==> src/rtl/tile_lane_engine_if.sv <==
// rtl/tile_lane_engine_if.sv - control and VGA pixel bundle for the tile lane engine
//
// Ports carried:
//   start      controller -> engine, 1-cycle game start/restart pulse
//   hit        controller -> engine, LANES single-cycle lane press pulses
//   vga_x/y    engine -> adapter, registered pixel coordinate
//   vga_color  engine -> adapter, registered {R,G,B}
//   vga_write  engine -> adapter, pixel write strobe
//   score      engine -> controller, saturating hit count
//   misses     engine -> controller, miss count
//   game_over  engine -> controller, game finished
//   busy       engine -> controller, game in progress
// master = the side driving start/hit; slave = the engine.

interface tile_lane_engine_if #(
  parameter int LANES = 4
);
  logic             start;
  logic [LANES-1:0] hit;
  logic [9:0]       vga_x;
  logic [8:0]       vga_y;
  logic [2:0]       vga_color;
  logic             vga_write;
  logic [7:0]       score;
  logic [3:0]       misses;
  logic             game_over;
  logic             busy;

  modport master (
    output start, hit,
    input  vga_x, vga_y, vga_color, vga_write, score, misses, game_over, busy
  );

  modport slave (
    input  start, hit,
    output vga_x, vga_y, vga_color, vga_write, score, misses, game_over, busy
  );
endinterface

==> src/rtl/tile_lane_engine.sv <==
// rtl/tile_lane_engine.sv - piano-tiles board, hit judge, scroll tick and raster redraw
//
// Ports:
//   clock  system clock
//   reset  asynchronous active-high reset
//   bus    tile_lane_engine_if.slave: start/hit in; vga_x/vga_y/vga_color/vga_write,
//          score, misses, game_over, busy out
// The board is LANES x ROWS; row 0 is the top, row ROWS-1 is the hit row.

module tile_lane_engine #(
  parameter int         LANES    = 4,
  parameter int         ROWS     = 8,
  parameter int         TILE_W   = 40,
  parameter int         TILE_H   = 30,
  parameter int         X0       = 0,
  parameter int         Y0       = 0,
  parameter int         TICK_DIV = 25000000,
  parameter int         MAX_MISS = 3,
  parameter logic [7:0] SEED     = 8'hA5
) (
  input  logic               clock,
  input  logic               reset,
  tile_lane_engine_if.slave  bus
);

  localparam int              LB        = $clog2(LANES);
  localparam int              RB        = (ROWS > 1) ? $clog2(ROWS) : 1;
  localparam int              TW        = $clog2(TICK_DIV);
  localparam logic [TW-1:0]   TICK_LAST = TW'(TICK_DIV - 1);
  localparam logic [9:0]      PX_LAST   = 10'(LANES * TILE_W - 1);
  localparam logic [8:0]      PY_LAST   = 9'(ROWS * TILE_H - 1);
  localparam logic [9:0]      SX_LAST   = 10'(TILE_W - 1);
  localparam logic [8:0]      SY_LAST   = 9'(TILE_H - 1);
  localparam logic [3:0]      MISS_MAX  = 4'(MAX_MISS);

  // S_ODRAW is the red end-of-game pass that precedes S_OVER.
  typedef enum logic [2:0] {
    S_IDLE, S_WAIT, S_SHIFT, S_DRAW, S_ODRAW, S_OVER
  } state_t;

  state_t state, state_next;

  logic [ROWS-1:0][LANES-1:0] board;
  logic [7:0]                 lfsr;
  logic [TW-1:0]              tick_cnt;
  logic                       tick_pend;
  logic                       redraw_pend;
  logic [7:0]                 score_q;
  logic [3:0]                 misses_q;

  // Raster position plus the cell it falls in, tracked incrementally so no divider is needed.
  logic [9:0]    px, sx;
  logic [8:0]    py, sy;
  logic [LB-1:0] lane_c;
  logic [RB-1:0] row_c;

  logic [9:0] vga_x_q;
  logic [8:0] vga_y_q;
  logic [2:0] vga_color_q;
  logic       vga_write_q;

  logic             start_ok, hit_act, hit_single, hit_good, hit_bad;
  logic             shift_miss, miss_event, miss_limit;
  logic             scan_active, scan_last, tick_run, tick_wrap;
  logic [3:0]       misses_next;
  logic [LANES-1:0] new_row;
  logic             lfsr_fb;

  always_comb begin
    start_ok    = (state == S_IDLE || state == S_OVER) && bus.start;
    hit_act     = (state == S_WAIT || state == S_DRAW) && (bus.hit != '0);
    hit_single  = (bus.hit & (bus.hit - LANES'(1))) == '0;
    hit_good    = hit_act && hit_single && ((bus.hit & board[ROWS-1]) != '0);
    // Wrong lane, empty hit row and multi-lane presses all count as a single miss.
    hit_bad     = hit_act && !hit_good;
    shift_miss  = (state == S_SHIFT) && (board[ROWS-1] != '0);
    miss_event  = hit_bad || shift_miss;
    misses_next = (miss_event && misses_q != MISS_MAX) ? misses_q + 4'd1 : misses_q;
    miss_limit  = (misses_next == MISS_MAX);
    scan_active = (state == S_DRAW || state == S_ODRAW);
    scan_last   = scan_active && (px == PX_LAST) && (py == PY_LAST);
    tick_run    = (state == S_WAIT || state == S_SHIFT || state == S_DRAW);
    tick_wrap   = tick_run && (tick_cnt == TICK_LAST);
    new_row     = LANES'(1) << lfsr[LB-1:0];
    lfsr_fb     = lfsr[7] ^ lfsr[5] ^ lfsr[4] ^ lfsr[3];
  end

  always_ff @(posedge clock or posedge reset) begin
    if (reset) state <= S_IDLE;
    else       state <= state_next;
  end

  always_comb begin
    state_next = state;
    case (state)
      S_IDLE, S_OVER: if (start_ok) state_next = S_DRAW;
      S_WAIT: begin
        if (miss_limit)       state_next = S_ODRAW;
        else if (tick_pend)   state_next = S_SHIFT;
        else if (redraw_pend) state_next = S_DRAW;
      end
      S_SHIFT: state_next = miss_limit ? S_ODRAW : S_DRAW;
      // A miss limit reached mid-draw waits for the pass to finish.
      S_DRAW:  if (scan_last) state_next = miss_limit ? S_ODRAW : S_WAIT;
      S_ODRAW: if (scan_last) state_next = S_OVER;
      default: state_next = S_IDLE;
    endcase
  end

  always_ff @(posedge clock or posedge reset) begin
    if (reset) begin
      board       <= '0;
      lfsr        <= SEED;
      tick_cnt    <= '0;
      tick_pend   <= 1'b0;
      redraw_pend <= 1'b0;
      score_q     <= 8'd0;
      misses_q    <= 4'd0;
    end else if (start_ok) begin
      // lfsr deliberately carries over so each game gets a different tile sequence.
      board       <= '0;
      tick_cnt    <= '0;
      tick_pend   <= 1'b0;
      redraw_pend <= 1'b0;
      score_q     <= 8'd0;
      misses_q    <= 4'd0;
    end else begin
      misses_q <= misses_next;

      if (hit_good) begin
        board[ROWS-1] <= board[ROWS-1] & ~bus.hit;
        if (score_q != 8'hFF) score_q <= score_q + 8'd1;
      end

      if (state == S_SHIFT) begin
        board <= {board[ROWS-2:0], new_row};
        lfsr  <= {lfsr[6:0], lfsr_fb};
      end

      if (tick_run) tick_cnt <= tick_wrap ? '0 : tick_cnt + TW'(1);

      if (tick_wrap)              tick_pend <= 1'b1;
      else if (state == S_SHIFT)  tick_pend <= 1'b0;

      // Clearing on entry wins: the pass that starts now already shows the hit.
      if (state != S_DRAW && state_next == S_DRAW) redraw_pend <= 1'b0;
      else if (hit_good)                           redraw_pend <= 1'b1;
    end
  end

  // Counters rest at zero outside a pass and wrap to zero on the last pixel,
  // so DRAW -> ODRAW can chain passes without an extra cycle.
  always_ff @(posedge clock or posedge reset) begin
    if (reset) begin
      px <= '0; sx <= '0; lane_c <= '0;
      py <= '0; sy <= '0; row_c  <= '0;
    end else if (scan_active && !scan_last) begin
      if (px == PX_LAST) begin
        px     <= '0;
        sx     <= '0;
        lane_c <= '0;
        py     <= py + 9'd1;
        if (sy == SY_LAST) begin
          sy    <= '0;
          row_c <= row_c + RB'(1);
        end else begin
          sy <= sy + 9'd1;
        end
      end else begin
        px <= px + 10'd1;
        if (sx == SX_LAST) begin
          sx     <= '0;
          lane_c <= lane_c + LB'(1);
        end else begin
          sx <= sx + 10'd1;
        end
      end
    end else begin
      px <= '0; sx <= '0; lane_c <= '0;
      py <= '0; sy <= '0; row_c  <= '0;
    end
  end

  always_ff @(posedge clock or posedge reset) begin
    if (reset) begin
      vga_x_q     <= '0;
      vga_y_q     <= '0;
      vga_color_q <= '0;
      vga_write_q <= 1'b0;
    end else begin
      vga_write_q <= scan_active;
      if (scan_active) begin
        vga_x_q <= px + 10'(X0);
        vga_y_q <= py + 9'(Y0);
        if (state == S_ODRAW)            vga_color_q <= 3'b100;
        else if (board[row_c][lane_c])   vga_color_q <= 3'b000;
        else                             vga_color_q <= 3'b111;
      end
    end
  end

  assign bus.vga_x     = vga_x_q;
  assign bus.vga_y     = vga_y_q;
  assign bus.vga_color = vga_color_q;
  assign bus.vga_write = vga_write_q;
  assign bus.score     = score_q;
  assign bus.misses    = misses_q;
  assign bus.game_over = (state == S_OVER);
  assign bus.busy      = (state != S_IDLE) && (state != S_OVER);

endmodule

==> src/flat_wrapper.sv <==
// flat-port wrapper written by rule: the top's interface ports become plain ports
module tile_lane_engine_flat 
#(
  parameter int         LANES    = 4,
  parameter int         ROWS     = 8,
  parameter int         TILE_W   = 40,
  parameter int         TILE_H   = 30,
  parameter int         X0       = 0,
  parameter int         Y0       = 0,
  parameter int         TICK_DIV = 25000000,
  parameter int         MAX_MISS = 3,
  parameter logic [7:0] SEED     = 8'hA5
)
  (clock, reset, bus_start, bus_hit, bus_vga_x, bus_vga_y, bus_vga_color, bus_vga_write, bus_score, bus_misses, bus_game_over, bus_busy);
  tile_lane_engine_if #(.LANES(LANES)) bus_i ();
  input  logic clock;
  input  logic reset;
  input wire logic [$bits(bus_i.start)-1:0] bus_start;
  input wire logic [$bits(bus_i.hit)-1:0] bus_hit;
  output wire logic [$bits(bus_i.vga_x)-1:0] bus_vga_x;
  output wire logic [$bits(bus_i.vga_y)-1:0] bus_vga_y;
  output wire logic [$bits(bus_i.vga_color)-1:0] bus_vga_color;
  output wire logic [$bits(bus_i.vga_write)-1:0] bus_vga_write;
  output wire logic [$bits(bus_i.score)-1:0] bus_score;
  output wire logic [$bits(bus_i.misses)-1:0] bus_misses;
  output wire logic [$bits(bus_i.game_over)-1:0] bus_game_over;
  output wire logic [$bits(bus_i.busy)-1:0] bus_busy;
  assign bus_i.start = bus_start;
  assign bus_i.hit = bus_hit;
  assign bus_vga_x = bus_i.vga_x;
  assign bus_vga_y = bus_i.vga_y;
  assign bus_vga_color = bus_i.vga_color;
  assign bus_vga_write = bus_i.vga_write;
  assign bus_score = bus_i.score;
  assign bus_misses = bus_i.misses;
  assign bus_game_over = bus_i.game_over;
  assign bus_busy = bus_i.busy;
  tile_lane_engine #(.LANES(LANES), .ROWS(ROWS), .TILE_W(TILE_W), .TILE_H(TILE_H), .X0(X0), .Y0(Y0), .TICK_DIV(TICK_DIV), .MAX_MISS(MAX_MISS), .SEED(SEED)) u_core (.clock(clock), .reset(reset), .bus(bus_i));
endmodule
==> config.mk <==
export PLATFORM = sky130hd
export DESIGN_NAME = tile_lane_engine_flat
export DESIGN_NICKNAME = d
export VERILOG_FILES = /design/src/rtl/tile_lane_engine_if.sv /design/src/rtl/tile_lane_engine.sv /design/src/flat_wrapper.sv
export SDC_FILE = /design/constraint.sdc
export NUM_CORES = 1
export LEC_CHECK = 0
export BUFFER_PORTS_ARGS = -buffer_cell sky130_fd_sc_hd__buf_2
export CAP_MARGIN = 0
export CORE_MARGIN = 4
export CORE_UTILIZATION = 55
export DETAILED_ROUTE_END_ITERATION = 8
export PLACE_DENSITY_LB_ADDON = 0.3
export SKIP_CTS_REPAIR_TIMING = 1
export SYNTH_ARGS = -nofsm -noshare
export SYNTH_HDL_FRONTEND = slang
export SYNTH_SLANG_ARGS = --single-unit
==> constraint.sdc <==
create_clock -name clock -period 10.25 [get_ports clock]
set_input_delay 0 -clock clock [delete_from_list [all_inputs] [get_ports clock]]
set_output_delay 0 -clock clock [all_outputs]
set_load 0.02 [all_outputs]
==> run metrics <==
ys flop type dfrtp_1; mapped cell area 7190 um2; met1 WL 6610 um; dpl hpwl 9770 um; Reg area 3680 um2; 1st-iter DRT viols 514; Final Hold Viols 0; # IOs 44; clk buf depth 2; vias per cell 5.59; pin count of the biggest net entering global routing 90; Multi-input gate area 3300 um2; share of layout cells above drive strength 1 12.9%; DR top layer met4; Worst EP required 10.60 ns; min-delay worst type input port to async pin; Worst-path clk slew 0.06 ns; Seq/Total Area, Yosys 51.2%; crit-path cells nand3b_1 -> a21boi_2 -> buf_4 -> inv_1 -> nand2_1 -> nand4_1 -> or3_1 -> a21oi_1; Fillers 1,064; number of global-route vias before repair 5,213; Yosys top cell area share 49.8%; die height 122 um; Max H-tree Level 4; min Tclk post-route 3.02 ns; DR WL met3 603 um; fin. max-slew vios 0; Final Instance Count excl. Fillers 988; Setup crit end kind flip-flop; Worst slew margin 45.0%; Worst Path Buf+Inv 2; WP data arrival 3.36 ns; CP startpoint kind flip-flop; top cell type by total area after synthesis dfrtp_1; DIE WIDTH 122 um; fin crit share 29.4%; maximum clock frequency 331 MHz; Skew-Pair Late Insertion Delay 0.42 ns; initial antenna violation count 0; DR pass1 iterations 5; root buf cell clkbuf_16; synth warn 0; drt wl/cell 15.0 um; Overflow after GRT 0; final WL 14,800 um; Post-route DRC 0; final setup violating endpoints 0; first-pass GRT wire length 25,000 um; share of synthesized flip-flops with an asynchronous set or reset 100%; cells after synthesis 767; # rows 41; Core ar. 12,700 um2; RSZ-0062 raised after global routing no; Area contributors post-synth dfrtp_1 (50%), nand2_1 (9.1%), xor2_1 (5.2%); Via Count 5,519; Synth cell types 58; Leak 3.84 nW; PnR Total Power 0.00208 W; number of port buffers 43; total track usage 21.0%; setup tns final 0 ns; Crit Path Class flip-flop to flip-flop; slowest CP cell dfrtp_1; Num Clock Sinks 147; CP peak stage delay 0.59 ns; #FFs+latches synth 147; EDFF count, synth 0; gpl congestion 0.868; final setup skew 0.00548 ns; CTS tree done; syn_nets 783; Starting Density 56.5%; Synth Area per Inst 9.37 um2; Area after DPL 7500 um2; total of max-cap violations 0; measured slew at the worst slew-check pin 0.824 ns; power per cell area 255 nW/um2; Placed Instances 950; met2 wire len 7420 um; die area 15,000 um2; Max Fanout on Critical Path 32; Antenna Nets Post-Route 0; ANT cells 0; Area Growth Syn to Fin 13.5%; status completed; Final Cell Area 8160 um2; CTS buffer count 17; Top delay family on crit path simple AND/OR/NAND/NOR gates; Final nets 819; worst vdd ir 0.194 mV
==> cell type report <==
cell class | instances | area share (%)
Timing Repair Buffer | 53 | 3.74
Multi-Input combinational cell | 571 | 40.5
Clock inverter | 12 | 1.92
Clock buffer | 20 | 5.47
Sequential cell | 147 | 45.1
Tap cell | 172 | 2.64
Inverter | 13 | 0.659
==> per-stage QoR <==
step | worst slack (ns) | hold WS [ns] | utilization [%]
after detailed placement | 7.26 | 0.220 | 58.9
after CTS | 7.24 | -0.235 | 63.7
after floorplan | 6.31 | 0.126 | -
after global routing | 6.86 | 0.371 | 64.2
final | 7.23 | 0.292 | 64.2
after global placement | 7.35 | 0.208 | 58.9
==> worst reg2reg max path: stages (launching register included) <==
cell and delay [ns]:
dfrtp_1 0.59, nand3b_1 0.21, a21boi_2 0.17, buf_4 0.31, inv_1 0.41, nand2_1 0.50, nand4_1 0.26, or3_1 0.36
a21oi_1 0.15
==> placed cells by master, fill, tap and decap left out, types with 10 or more instances in the layout <==
cell	n
nand2_1	175
buf_2	43
xnor2_1	23
and3_1	13
clkbuf_16	17
a21oi_1	39
dfrtp_1	143
mux4_2	10
o21ai_0	23
nor2_1	94
xor2_1	43
inv_1	12
nand4_1	12
nand3_1	37
==> Yosys cell counts (all sizes together), types with 7 or more instances <==
| master | number |
|---|---|
| a21oi | 39 |
| and3 | 14 |
| buf | 13 |
| clkbuf | 23 |
| dfrtp | 143 |
| ha | 9 |
| inv | 13 |
| mux4 | 10 |
| nand2 | 176 |
| nand3 | 38 |
| nand4 | 14 |
| nor2 | 96 |
| nor3 | 7 |
| nor4 | 8 |
| o21ai | 25 |
| xnor2 | 23 |
| xor2 | 43 |
==> where the power goes <==
group,switching [W],internal (W)
clock,0.000240,0.000389
combinational,0.000367,0.000229
sequential,0.000136,0.000718
==> state kept, by name, summed over array words and instances, names as in the netlist, 4 cells and up <==
signal,cells
u_core.bus.vga_x,10
u_core.bus.vga_y,9
u_core.px,10
u_core.sy,9
u_core.lfsr,8
u_core.py,9
u_core.tick_cnt,25
u_core.bus.misses,4
u_core.bus.score,8
u_core.sx,10
u_core.board,32
==> worst paths after layout <==
path	from	endpoint	slack, ns	cells after the start
worst max-delay path	u_core.state[2]	u_core.sy[5]	7.23	8
worst min-delay path	reset	u_core.bus.vga_y[7]	0.29	3
worst max register to register	u_core.state[2]	u_core.sy[5]	7.23	8
worst min register to register	u_core.sx[0]	u_core.sx[0]	0.46	1
max in group asynchronous	reset	u_core.tick_cnt[8]	8.70	4
min in group clock	bus_start	u_core.state[2]	0.44	3
==> metal layers <==
layer	vias up	global-route usage, %
li1	2678	-
met1	2692	28.0
met2	129	34.1
met3	20	4.84
met4	0	7.07
met5	-	0
==> cells by family (layout without fill, tap and decap cells) <==
kind of cell | Yosys count | after routing | share of synthesized area (%)
multiplexers | 14 | 14 | 3.69
adder cells (fa/ha/maj) | 9 | 9 | 1.57
XOR/XNOR | 66 | 66 | 8.04
AO/OA/AOI/OAI | 95 | 95 | 7.92
buffers and inverters | 49 | 98 | 2.99
flip-flops | 147 | 147 | 51.2
AND/OR/NAND/NOR | 387 | 387 | 24.6
Note: power is estimated with default switching activity, not from simulation.
